`src/rtl/regfile_pkg.sv`:
```
// Shared constants, width helpers and default-configuration types for the banked register file.
package regfile_pkg;

  localparam int unsigned BANK_INT = 0;
  localparam int unsigned BANK_FP  = 1;

  function automatic int unsigned clog2(input int unsigned n);
    int unsigned r = 0;
    int unsigned v = 1;
    while (v < n) begin
      v = v << 1;
      r++;
    end
    return r;
  endfunction

  // A single bank still needs a one-bit select so the ports keep a uniform shape.
  function automatic int unsigned bank_w(input int unsigned nbanks);
    return (nbanks > 1) ? clog2(nbanks) : 1;
  endfunction

  localparam int unsigned DEF_WIDTH  = 32;
  localparam int unsigned DEF_DEPTH  = 32;
  localparam int unsigned DEF_NBANKS = 2;

  typedef logic [bank_w(DEF_NBANKS)-1:0]                bank_t;
  typedef logic [clog2(DEF_DEPTH)-1:0]                  idx_t;
  typedef logic [clog2(DEF_NBANKS * DEF_DEPTH + 1)-1:0] cnt_t;

endpackage

```
`src/rtl/regfile_banked_if.sv`:
```
// Register-file access bundle: write port, two read ports, reservation and scoreboard status.
// Parity error outputs exist only when REGFILE_PARITY_EN is defined.
interface regfile_banked_if #(
  parameter int unsigned WIDTH  = 32,
  parameter int unsigned DEPTH  = 32,
  parameter int unsigned NBANKS = 2
);
  import regfile_pkg::*;

  localparam int unsigned AW = clog2(DEPTH);
  localparam int unsigned BW = bank_w(NBANKS);
  localparam int unsigned CW = clog2(NBANKS * DEPTH + 1);

  logic             we;
  logic [BW-1:0]    wbank;
  logic [AW-1:0]    waddr;
  logic [WIDTH-1:0] wdata;
  logic [BW-1:0]    rbank_a;
  logic [AW-1:0]    raddr_a;
  logic [WIDTH-1:0] rdata_a;
  logic             rpend_a;
  logic [BW-1:0]    rbank_b;
  logic [AW-1:0]    raddr_b;
  logic [WIDTH-1:0] rdata_b;
  logic             rpend_b;
  logic             rsv;
  logic [BW-1:0]    rsv_bank;
  logic [AW-1:0]    rsv_addr;
  logic [CW-1:0]    pend_count;

`ifdef REGFILE_PARITY_EN
  logic perr_a;
  logic perr_b;

  modport master (
    output we, wbank, waddr, wdata, rbank_a, raddr_a, rbank_b, raddr_b, rsv, rsv_bank, rsv_addr,
    input  rdata_a, rpend_a, rdata_b, rpend_b, pend_count, perr_a, perr_b
  );
  modport slave (
    input  we, wbank, waddr, wdata, rbank_a, raddr_a, rbank_b, raddr_b, rsv, rsv_bank, rsv_addr,
    output rdata_a, rpend_a, rdata_b, rpend_b, pend_count, perr_a, perr_b
  );
`else
  modport master (
    output we, wbank, waddr, wdata, rbank_a, raddr_a, rbank_b, raddr_b, rsv, rsv_bank, rsv_addr,
    input  rdata_a, rpend_a, rdata_b, rpend_b, pend_count
  );
  modport slave (
    input  we, wbank, waddr, wdata, rbank_a, raddr_a, rbank_b, raddr_b, rsv, rsv_bank, rsv_addr,
    output rdata_a, rpend_a, rdata_b, rpend_b, pend_count
  );
`endif

endinterface

```
`src/rtl/regfile_scoreboard.sv`:
```
// Per-register pending bits with an incrementally maintained count of set bits.
// Lookups return the post-edge bit so read ports agree with a same-edge write or reserve.
module regfile_scoreboard
  import regfile_pkg::*;
#(
  parameter int unsigned DEPTH  = 32,
  parameter int unsigned NBANKS = 2
) (
  input  logic                                      clk,
  input  logic                                      rst_n,
  input  logic                                      wr_ok_i,
  input  logic [bank_w(NBANKS)+clog2(DEPTH)-1:0]    wr_idx_i,
  input  logic                                      rsv_ok_i,
  input  logic [bank_w(NBANKS)+clog2(DEPTH)-1:0]    rsv_idx_i,
  input  logic [bank_w(NBANKS)+clog2(DEPTH)-1:0]    look_a_idx_i,
  input  logic [bank_w(NBANKS)+clog2(DEPTH)-1:0]    look_b_idx_i,
  output logic                                      pend_a_o,
  output logic                                      pend_b_o,
  output logic [clog2(NBANKS*DEPTH+1)-1:0]          count_o
);

  localparam int unsigned NREGS = NBANKS * DEPTH;
  localparam int unsigned CW    = clog2(NREGS + 1);

  logic [NREGS-1:0] pend_q, pend_d;
  logic [CW-1:0]    count_q, count_d;
  logic             set_new, clr_old;

  // Reserve is applied after the clear so a same-edge new producer wins.
  always_comb begin
    pend_d = pend_q;
    if (wr_ok_i)  pend_d[wr_idx_i]  = 1'b0;
    if (rsv_ok_i) pend_d[rsv_idx_i] = 1'b1;
  end

  assign set_new = rsv_ok_i && !pend_q[rsv_idx_i];
  assign clr_old = wr_ok_i && pend_q[wr_idx_i] && !(rsv_ok_i && (rsv_idx_i == wr_idx_i));
  assign count_d = count_q + CW'(set_new) - CW'(clr_old);

  always_ff @(posedge clk or negedge rst_n) begin
    if (!rst_n) begin
      pend_q  <= '0;
      count_q <= '0;
    end else begin
      pend_q  <= pend_d;
      count_q <= count_d;
    end
  end

  assign pend_a_o = pend_d[look_a_idx_i];
  assign pend_b_o = pend_d[look_b_idx_i];
  assign count_o  = count_q;

endmodule

```
`src/rtl/regfile_banked.sv`:
```
// Banked register file: NBANKS x DEPTH x WIDTH, two registered read ports with write-first bypass,
// optional hardwired zero register and a pending scoreboard. Parity via REGFILE_PARITY_EN.
module regfile_banked
  import regfile_pkg::*;
#(
  parameter int unsigned WIDTH     = 32,
  parameter int unsigned DEPTH     = 32,
  parameter int unsigned NBANKS    = 2,
  parameter int unsigned ZERO_REG0 = 1
) (
  input logic             clk,
  input logic             rst_n,
  regfile_banked_if.slave rf_io
);

  localparam int unsigned AW = clog2(DEPTH);
  localparam int unsigned BW = bank_w(NBANKS);

  // A register is addressable when its bank exists and it is not the hardwired zero.
  function automatic logic reg_ok(input logic [BW-1:0] bank, input logic [AW-1:0] addr);
    return (32'(bank) < NBANKS) && !((ZERO_REG0 != 0) && (bank == '0) && (addr == '0));
  endfunction

  logic [WIDTH-1:0] mem_q [NBANKS][DEPTH];
  logic             wr_ok, rsv_ok, rd_ok_a, rd_ok_b, byp_a, byp_b;
  logic             sb_pend_a, sb_pend_b;
  logic [WIDTH-1:0] rdata_a_d, rdata_a_q, rdata_b_d, rdata_b_q;
  logic             rpend_a_q, rpend_b_q;

  assign wr_ok   = rf_io.we && reg_ok(rf_io.wbank, rf_io.waddr);
  assign rsv_ok  = rf_io.rsv && reg_ok(rf_io.rsv_bank, rf_io.rsv_addr);
  assign rd_ok_a = reg_ok(rf_io.rbank_a, rf_io.raddr_a);
  assign rd_ok_b = reg_ok(rf_io.rbank_b, rf_io.raddr_b);
  assign byp_a   = wr_ok && (rf_io.wbank == rf_io.rbank_a) && (rf_io.waddr == rf_io.raddr_a);
  assign byp_b   = wr_ok && (rf_io.wbank == rf_io.rbank_b) && (rf_io.waddr == rf_io.raddr_b);

  always_ff @(posedge clk or negedge rst_n) begin
    if (!rst_n) begin
      mem_q <= '{default: '0};
    end else if (wr_ok) begin
      mem_q[rf_io.wbank][rf_io.waddr] <= rf_io.wdata;
    end
  end

  always_comb begin
    rdata_a_d = '0;
    rdata_b_d = '0;
    if (rd_ok_a) rdata_a_d = byp_a ? rf_io.wdata : mem_q[rf_io.rbank_a][rf_io.raddr_a];
    if (rd_ok_b) rdata_b_d = byp_b ? rf_io.wdata : mem_q[rf_io.rbank_b][rf_io.raddr_b];
  end

  regfile_scoreboard #(
    .DEPTH  (DEPTH),
    .NBANKS (NBANKS)
  ) u_scoreboard (
    .clk          (clk),
    .rst_n        (rst_n),
    .wr_ok_i      (wr_ok),
    .wr_idx_i     ({rf_io.wbank, rf_io.waddr}),
    .rsv_ok_i     (rsv_ok),
    .rsv_idx_i    ({rf_io.rsv_bank, rf_io.rsv_addr}),
    .look_a_idx_i ({rf_io.rbank_a, rf_io.raddr_a}),
    .look_b_idx_i ({rf_io.rbank_b, rf_io.raddr_b}),
    .pend_a_o     (sb_pend_a),
    .pend_b_o     (sb_pend_b),
    .count_o      (rf_io.pend_count)
  );

  always_ff @(posedge clk or negedge rst_n) begin
    if (!rst_n) begin
      rdata_a_q <= '0;
      rdata_b_q <= '0;
      rpend_a_q <= 1'b0;
      rpend_b_q <= 1'b0;
    end else begin
      rdata_a_q <= rdata_a_d;
      rdata_b_q <= rdata_b_d;
      rpend_a_q <= rd_ok_a && sb_pend_a;
      rpend_b_q <= rd_ok_b && sb_pend_b;
    end
  end

  assign rf_io.rdata_a = rdata_a_q;
  assign rf_io.rdata_b = rdata_b_q;
  assign rf_io.rpend_a = rpend_a_q;
  assign rf_io.rpend_b = rpend_b_q;

`ifdef REGFILE_PARITY_EN
  logic par_q [NBANKS][DEPTH];
  logic perr_a_d, perr_b_d, perr_a_q, perr_b_q;

  always_ff @(posedge clk or negedge rst_n) begin
    if (!rst_n) begin
      par_q <= '{default: '0};
    end else if (wr_ok) begin
      par_q[rf_io.wbank][rf_io.waddr] <= ^rf_io.wdata;
    end
  end

  // Bypassed data never touched storage, so only stored reads are checked.
  assign perr_a_d = rd_ok_a && !byp_a &&
                    (^{mem_q[rf_io.rbank_a][rf_io.raddr_a], par_q[rf_io.rbank_a][rf_io.raddr_a]});
  assign perr_b_d = rd_ok_b && !byp_b &&
                    (^{mem_q[rf_io.rbank_b][rf_io.raddr_b], par_q[rf_io.rbank_b][rf_io.raddr_b]});

  always_ff @(posedge clk or negedge rst_n) begin
    if (!rst_n) begin
      perr_a_q <= 1'b0;
      perr_b_q <= 1'b0;
    end else begin
      perr_a_q <= perr_a_d;
      perr_b_q <= perr_b_d;
    end
  end

  assign rf_io.perr_a = perr_a_q;
  assign rf_io.perr_b = perr_b_q;
`endif

endmodule
```
`src/flat_wrapper.sv`:
```
// flat-port wrapper written by rule: the top's interface ports become plain ports
module regfile_banked_flat import regfile_pkg::*;
#(
  parameter int unsigned WIDTH     = 32,
  parameter int unsigned DEPTH     = 32,
  parameter int unsigned NBANKS    = 2,
  parameter int unsigned ZERO_REG0 = 1
)
  (clk, rst_n, rf_io_we, rf_io_wbank, rf_io_waddr, rf_io_wdata, rf_io_rbank_a, rf_io_raddr_a, rf_io_rbank_b, rf_io_raddr_b, rf_io_rsv, rf_io_rsv_bank, rf_io_rsv_addr, rf_io_rdata_a, rf_io_rpend_a, rf_io_rdata_b, rf_io_rpend_b, rf_io_pend_count);
  regfile_banked_if #(.WIDTH(WIDTH), .DEPTH(DEPTH), .NBANKS(NBANKS)) rf_io_i ();
  input logic clk;
  input logic rst_n;
  input wire logic [$bits(rf_io_i.we)-1:0] rf_io_we;
  input wire logic [$bits(rf_io_i.wbank)-1:0] rf_io_wbank;
  input wire logic [$bits(rf_io_i.waddr)-1:0] rf_io_waddr;
  input wire logic [$bits(rf_io_i.wdata)-1:0] rf_io_wdata;
  input wire logic [$bits(rf_io_i.rbank_a)-1:0] rf_io_rbank_a;
  input wire logic [$bits(rf_io_i.raddr_a)-1:0] rf_io_raddr_a;
  input wire logic [$bits(rf_io_i.rbank_b)-1:0] rf_io_rbank_b;
  input wire logic [$bits(rf_io_i.raddr_b)-1:0] rf_io_raddr_b;
  input wire logic [$bits(rf_io_i.rsv)-1:0] rf_io_rsv;
  input wire logic [$bits(rf_io_i.rsv_bank)-1:0] rf_io_rsv_bank;
  input wire logic [$bits(rf_io_i.rsv_addr)-1:0] rf_io_rsv_addr;
  output wire logic [$bits(rf_io_i.rdata_a)-1:0] rf_io_rdata_a;
  output wire logic [$bits(rf_io_i.rpend_a)-1:0] rf_io_rpend_a;
  output wire logic [$bits(rf_io_i.rdata_b)-1:0] rf_io_rdata_b;
  output wire logic [$bits(rf_io_i.rpend_b)-1:0] rf_io_rpend_b;
  output wire logic [$bits(rf_io_i.pend_count)-1:0] rf_io_pend_count;
  assign rf_io_i.we = rf_io_we;
  assign rf_io_i.wbank = rf_io_wbank;
  assign rf_io_i.waddr = rf_io_waddr;
  assign rf_io_i.wdata = rf_io_wdata;
  assign rf_io_i.rbank_a = rf_io_rbank_a;
  assign rf_io_i.raddr_a = rf_io_raddr_a;
  assign rf_io_i.rbank_b = rf_io_rbank_b;
  assign rf_io_i.raddr_b = rf_io_raddr_b;
  assign rf_io_i.rsv = rf_io_rsv;
  assign rf_io_i.rsv_bank = rf_io_rsv_bank;
  assign rf_io_i.rsv_addr = rf_io_rsv_addr;
  assign rf_io_rdata_a = rf_io_i.rdata_a;
  assign rf_io_rpend_a = rf_io_i.rpend_a;
  assign rf_io_rdata_b = rf_io_i.rdata_b;
  assign rf_io_rpend_b = rf_io_i.rpend_b;
  assign rf_io_pend_count = rf_io_i.pend_count;
  regfile_banked #(.WIDTH(WIDTH), .DEPTH(DEPTH), .NBANKS(NBANKS), .ZERO_REG0(ZERO_REG0)) u_core (.clk(clk), .rst_n(rst_n), .rf_io(rf_io_i));
endmodule
```
`config.mk`:
```
export PLATFORM = sky130hd
export DESIGN_NAME = regfile_banked_flat
export DESIGN_NICKNAME = d
export VERILOG_FILES = /design/src/rtl/regfile_pkg.sv /design/src/rtl/regfile_banked_if.sv /design/src/rtl/regfile_scoreboard.sv /design/src/rtl/regfile_banked.sv /design/src/flat_wrapper.sv
export SDC_FILE = /design/constraint.sdc
export NUM_CORES = 2
export LEC_CHECK = 0
export CORE_UTILIZATION = 57
export DETAILED_ROUTE_END_ITERATION = 10
export DONT_BUFFER_PORTS = 1
export GPL_ROUTABILITY_DRIVEN = 0
export PLACE_DENSITY = 0.72
export SLEW_MARGIN = 10
export SYNTH_ARGS = -nofsm -noshare
export SYNTH_HDL_FRONTEND = slang
export SYNTH_SLANG_ARGS = --single-unit
```
`constraint.sdc`:
```
create_clock -name clk -period 9.2 [get_ports clk]
set_clock_uncertainty 0.2 [all_clocks]
set_input_delay 1.84 -clock clk [delete_from_list [all_inputs] [get_ports clk]]
set_output_delay 1.84 -clock clk [all_outputs]
set_load 0.005 [all_outputs]
```
**Word level (Yosys, flattened, before mapping)**

Cells that the tools add are included.
Widths: inputs -> output; s select.

- Input port bits: 60
- Logic and storage cells: 169
- Bits in registers: 2,185

- Multiplexer cells: 35
- Add/sub/neg operators: 2
- Magnitude comparators: 14
- Reduce and logical (&&, ||, !) cells: 30
- Bitwise gates (word level): 13
- Equal/unequal tests: 5

Operator list:

| cell | count |
|---|---|
| $mux 1024 | 7 |
| $bwmux 2048 | 1 |
| $demux 1024 s1 | 1 |
| $bmux 32 s5 | 2 |
| $mux 32 | 9 |
| $demux 32 s5 | 1 |
| $mux 64 | 2 |
| $and 64x64->64 | 1 |
| $not 64->64 | 1 |
| $or 64x64->64 | 1 |
| $lt 6x7->1 const B | 4 |
| $bmux 1 s6 | 4 |
| $logic_and 1x1->1 | 20 |
| $logic_not 5->1 | 4 |
| $ge 6x6->1 const B | 3 |
| $not 5->6 | 3 |
| $demux 1 s6 | 2 |
| $ge 6x1->1 const B | 2 |
| $eq 5x5->1 | 2 |
| $add 7x1->7 | 1 |
| $sub 7x1->7 | 1 |
| $eq 6x6->1 | 1 |
| $ge 2x2->1 const B | 3 |
| $logic_not 1->1 | 6 |
| 6 further kinds | 17 |

**Longest topological paths before layout**

- Depth in word-level cells: 12
- Depth in mapped cells: 20
- Gate-level depth less buffers: 18

**By module**

Synthesis repeated with hierarchy kept, for this count alone.

- Cell total of the unflattened synthesis: 8,263
- Area total of the unflattened synthesis: 118,675.1 µm²

By module, submodules not included:

| module | times used | cells each | area each (µm²) |
|---|---|---|---|
| regfile_banked | 1 | 7,541 | 112,705.6 |
| regfile_scoreboard | 1 | 722 | 5,969.5 |

**Least setup slack after synthesis**

OpenSTA, ideal clock, no wires.

- Kind: input port to flip-flop
- Start point: in rf_io_rsv_addr[2]
- End point: reg u_core.u_scoreboard.count_q[6] (netlist: u_core.u_scoreboard.count_o[6])
- Cell stages on the path: 18
- Slack: 3.912 ns
- Arrival: 4.962 ns
- Library setup time: 0.125 ns
- Cells stage by stage: buf_1 buf_1 mux4_2 nand2_1 nand2_1 a222oi_1 nand4_1 ha_1 inv_1 ha_1 inv_1 fa_1 inv_1 a21oi_1 o21bai_1 a21o_1 a21oi_1 xnor2_1

- Longest elaborated chain between the ends: 8

Ends and longest elaborated chain:

| element | RTL line | RTL |
|---|---|---|
| start: declaration | flat_wrapper.sv:23 | `input wire logic [$bits(rf_io_i.rsv_addr)-1:0] rf_io_rsv_addr;` |
| parallel branches: the longest is 7 deep, another holds $add 7x1->7 | -- |  |
| $sub 7x1->7 * | regfile_scoreboard.sv:38 | `assign count_d = count_q + CW'(set_new) - CW'(clr_old);` |
| net u_core.u_scoreboard.count_d[6] | regfile_scoreboard.sv:26 | `logic [CW-1:0] count_q, count_d;` |
| end signal: assignment | regfile_scoreboard.sv:46 | `count_q <= count_d;` |
| end: declaration | regfile_scoreboard.sv:26 |  |

Mark *: on every way through the listed nets, which the timed path passes. The select of a mux whose other input is x is not followed.
A chain may end at the register's enable or synchronous reset.

**Worst setup path after layout**

- Start point: in rf_io_rbank_a
- End point: reg u_core.rdata_a_q[27] (netlist: u_core.rf_io.rdata_a[27])

- Longest elaborated chain between the ends: 9

Ends and longest elaborated chain:

| element | RTL line | RTL |
|---|---|---|
| start: declaration | flat_wrapper.sv:17 | `input wire logic [$bits(rf_io_i.rbank_a)-1:0] rf_io_rbank_a;` |
| $not 1->2 (not written as such) | regfile_banked.sv:48 | `if (rd_ok_a) rdata_a_d = byp_a ? rf_io.wdata : mem_q[rf_io.rbank_a][rf_io.raddr_a];` |
| $mux 1024 (not written as such) (3 in a row) | regfile_banked.sv:48 |  |
| $bmux 32 s5 | regfile_banked.sv:48 |  |
| $mux 32 (not written as such) (2 in a row) | regfile_banked.sv:48 |  |
| $mux 32 | regfile_banked.sv:48 |  |
| $mux 32 * | regfile_banked.sv:48 |  |
| net u_core.rdata_a_d[27] | regfile_banked.sv:27 | `logic [WIDTH-1:0] rdata_a_d, rdata_a_q, rdata_b_d, rdata_b_q;` |
| end signal: assignment | regfile_banked.sv:76 | `rdata_a_q <= rdata_a_d;` |
| end: declaration | regfile_banked.sv:27 |  |

The timed path passes the listed nets; every way through them passes the cells marked *. The select of a mux whose other input is x is not followed.

==> flow_summary.ini <==
[floorplanning]
die_h_um = 456.5
die_w_um = 456.5
rows = 166
core_sq_um = 205000
die_area_sq_um = 208400
initial_utilization_pct = 57.43
io_pins = 133

[synthesis]
synthCells = 8390
synth_edf_count = 0
ys_ff_latch = 2185
synth_nets = 8458
postSynth.asyncResetShare_pct = 100.0
netlist-cell-type-count = 84
synth.avg_cell_area_sq_um = 14.03
ys_warn_count = 0
yosysSeqAreaShare_pct = 46.44
syn_area_sq_um = 117700
ys.flop_type = dfrtp_1

[timing]
max_freq_ghz = 0.1289
setup_viol = 0
setup_tns_ns = 0
postLayoutSetupSlackWorst_ns = 1.441
hold_viol = 0
drv_slew = 899
worst_pin_slew_ns = 6.062
min_period_ns = 7.759
rsz0062_at_grt = false
max_slew_margin_pct = -304.1
final.period_utilization_pct = 84.33

[power_and_ir_drop]
power_mw = 25.50
ir_drop_mv = 0.1875
power.density_nw_per_um2 = 201.9
cellLeakagePower_nw = 57.10

[hold_path]
holdCritPathClass = flop to flop

[setup_path]
cp-start-kind = input port
r2r_cells = 16
crit_path_end_kind = flop
r2r-end = u_core.u_scoreboard.count_o[6]
crit_slowest_cell = mux4_2
critPathMaxStageDelay_ns = 2.64
crit_chain = mux4_2 > mux4_2 > a21o_1 > o21ai_0 > a21oi_1
crit_arrival_ns = 8.29
crit_end = u_core.rf_io.rdata_a[27]
reg2reg_from = u_core.u_scoreboard.pend_q[17]
path_class = input port to flop
critPathLaunch = rf_io_rbank_a
cp.required_ns = 9.73
critPathBufInv = 0
crit_cells = 5
rrSetupSlack_ns = 5.53
crit_fanout = 643
crit_path_frequent_cell = mux4_2
crit_family = multiplexers

[clocking]
post-cts-setup-buffers = 0
root_buffer = clkbuf_16
htree_levels = 4
ctsResizeCount = 0
clkTransAtPathRegs_ns = 0.06
cts_tree = done
cts_hold_buf = 0
cts_inserted_buffers = 229
clock_latency_ns = 0.91
clkSinkCount = 2185
clock_path_buffers = 3

[grt]
grt_pass1_vias = 80770
grt_max_degree = 655
grt_usage_pct = 38.03
grt_overflow = 0
antenna_found_initial = 9
grt_pass1_wl_um = 574400

[route]
drtAntennaViolNets = 0
wl_per_cell_um = 37.00
first_iter_violations = 11760
drtPass1Iterations = 9
drcViolationCount = 0
via_count = 80230
routed_wl_um = 395600
vias_per_cell = 7.504

[cells_and_area]
fin_area_sq_um = 126300
syn_to_final_growth_pct = 7.274
final_common_cell = dfrtp_1
mostFrequentLayoutCells = 2185 x dfrtp_1, 1922 x mux2_2, 881 x mux4_2, 606 x mux2i_1, 476 x nand2_1
drive_gt1_share_pct = 42.76
final_cells = 10690
final_nets = 7869
n_fill_cell = 15150

[placement]
dp_hpwl_um = 197600
pre_cts_slack_ns = 3.220
portBuffers = 0
dp_cells = 10250
dpl_cell_area_sq_um = 118300

[outcome]
failed_checks = max-slew violations
status = finished, violations left

[job]
drv_cap = 0
## how the worst min path moves through the flow
stage / from / endpoint / slack [ns] / cells past startpoint
2_1_floorplan: u_core.mem_q[2020] / u_core.mem_q[2020] / 0.24 / 1
3_3_place_gp: u_core.mem_q[2027] / u_core.mem_q[2027] / 0.18 / 0
3_5_place_dp: u_core.mem_q[2024] / u_core.mem_q[2024] / 0.18 / 0
4_1_cts: u_core.mem_q[2027] / u_core.mem_q[2027] / 0.20 / 0
5_1_grt: u_core.mem_q[2027] / u_core.mem_q[2027] / 0.21 / 0
6_report: u_core.mem_q[2024] / u_core.mem_q[2024] / 0.20 / 0
## cell usage after synthesis (all sizes together), types with 5 or more instances
master	instances	area (sq um)
a211oi	14	105.1
a21o	7	52.55
a21oi	95	475.5
a221oi	226	1979
a22o	29	254.0
a22oi	149	1119
a311oi	5	43.79
a31oi	16	100.1
a32o	9	90.09
a32oi	9	78.83
and3	8	50.05
and3b	5	43.79
and4b	7	70.07
buf	432	2549
clkbuf	511	1931
dfrtp	2185	54680
ha	7	87.58
inv	35	131.4
mux2	1922	21640
mux2i	606	6066
mux4	881	19840
nand2	526	1982
nand3	86	430.4
nand4	13	81.33
nor2	128	480.5
nor2b	5	31.28
nor3	36	190.2
nor3b	8	81.33
o211ai	89	668.1
o21ai	138	690.7
o221ai	50	437.9
o22ai	38	237.7
o2bb2ai	7	61.31
o311ai	6	52.55
o32ai	5	43.79
or3	5	31.28
xnor2	16	140.1
xor2	7	61.31
## registers in the layout, indices dropped and copies added (netlist names)
register                     count
u_core.rf_io.rpend_a             1
u_core.u_scoreboard.count_o      7
u_core.u_scoreboard.pend_q      64
u_core.rf_io.rpend_b             1
u_core.rf_io.rdata_b            32
u_core.rf_io.rdata_a            32
u_core.mem_q                  2048
## metrics by stage
step / hold slack [ns] / utilization, %
2_1_floorplan: 0.2413 / -
3_3_place_gp: 0.1763 / 57.65
3_5_place_dp: 0.1845 / 57.71
4_1_cts: 0.1982 / 61.53
5_1_grt: 0.2100 / 61.60
6_report: 0.2004 / 61.61
## cell families after synthesis
kind of cell | count (synthesis) | synth area share [%]
AO/OA/AOI/OAI | 928 | 5.795
XOR/XNOR | 23 | 0.1711
multiplexers | 3409 | 40.39
adder cells (fa/ha/maj) | 8 | 0.09140
buffers and inverters | 980 | 3.923
flip-flops | 2185 | 46.44
AND/OR/NAND/NOR | 857 | 3.184
## area by class of cell
class	count	area (sq um)	share of cell area (%)
Multi-Input combinational cell	5225	58930	46.66
Sequential cell	2185	54680	43.30
Clock buffer	345	6878	5.446
Tap cell	2688	3363	2.663
Timing Repair Buffer	123	1314	1.040
Clock inverter	83	959.7	0.7599
Inverter	37	153.9	0.1219
Antenna cell	6	15.01	0.01189
## power by group
part	switching, mW	total [mW]	internal [mW]
Sequential	1.01	11.9	10.9
Combinational	1.53	3.94	2.42
Clock	4.07	9.64	5.57
Total	6.60	25.5	18.9
## metal layers
| layer | share of wire [%] | up-vias | wire length (um) | global-route usage (%) |
|---|---|---|---|---|
| li1 | - | 31080 | - | - |
| met1 | 37 | 42760 | 147100 | 50.29 |
| met2 | 45 | 5117 | 177600 | 56.67 |
| met3 | 11 | 1267 | 44950 | 10.60 |
| met4 | 6.6 | 4 | 26000 | 21.75 |
| met5 | 0.0068 | - | 27 | 0 |
(Power assumes the default switching activity.)
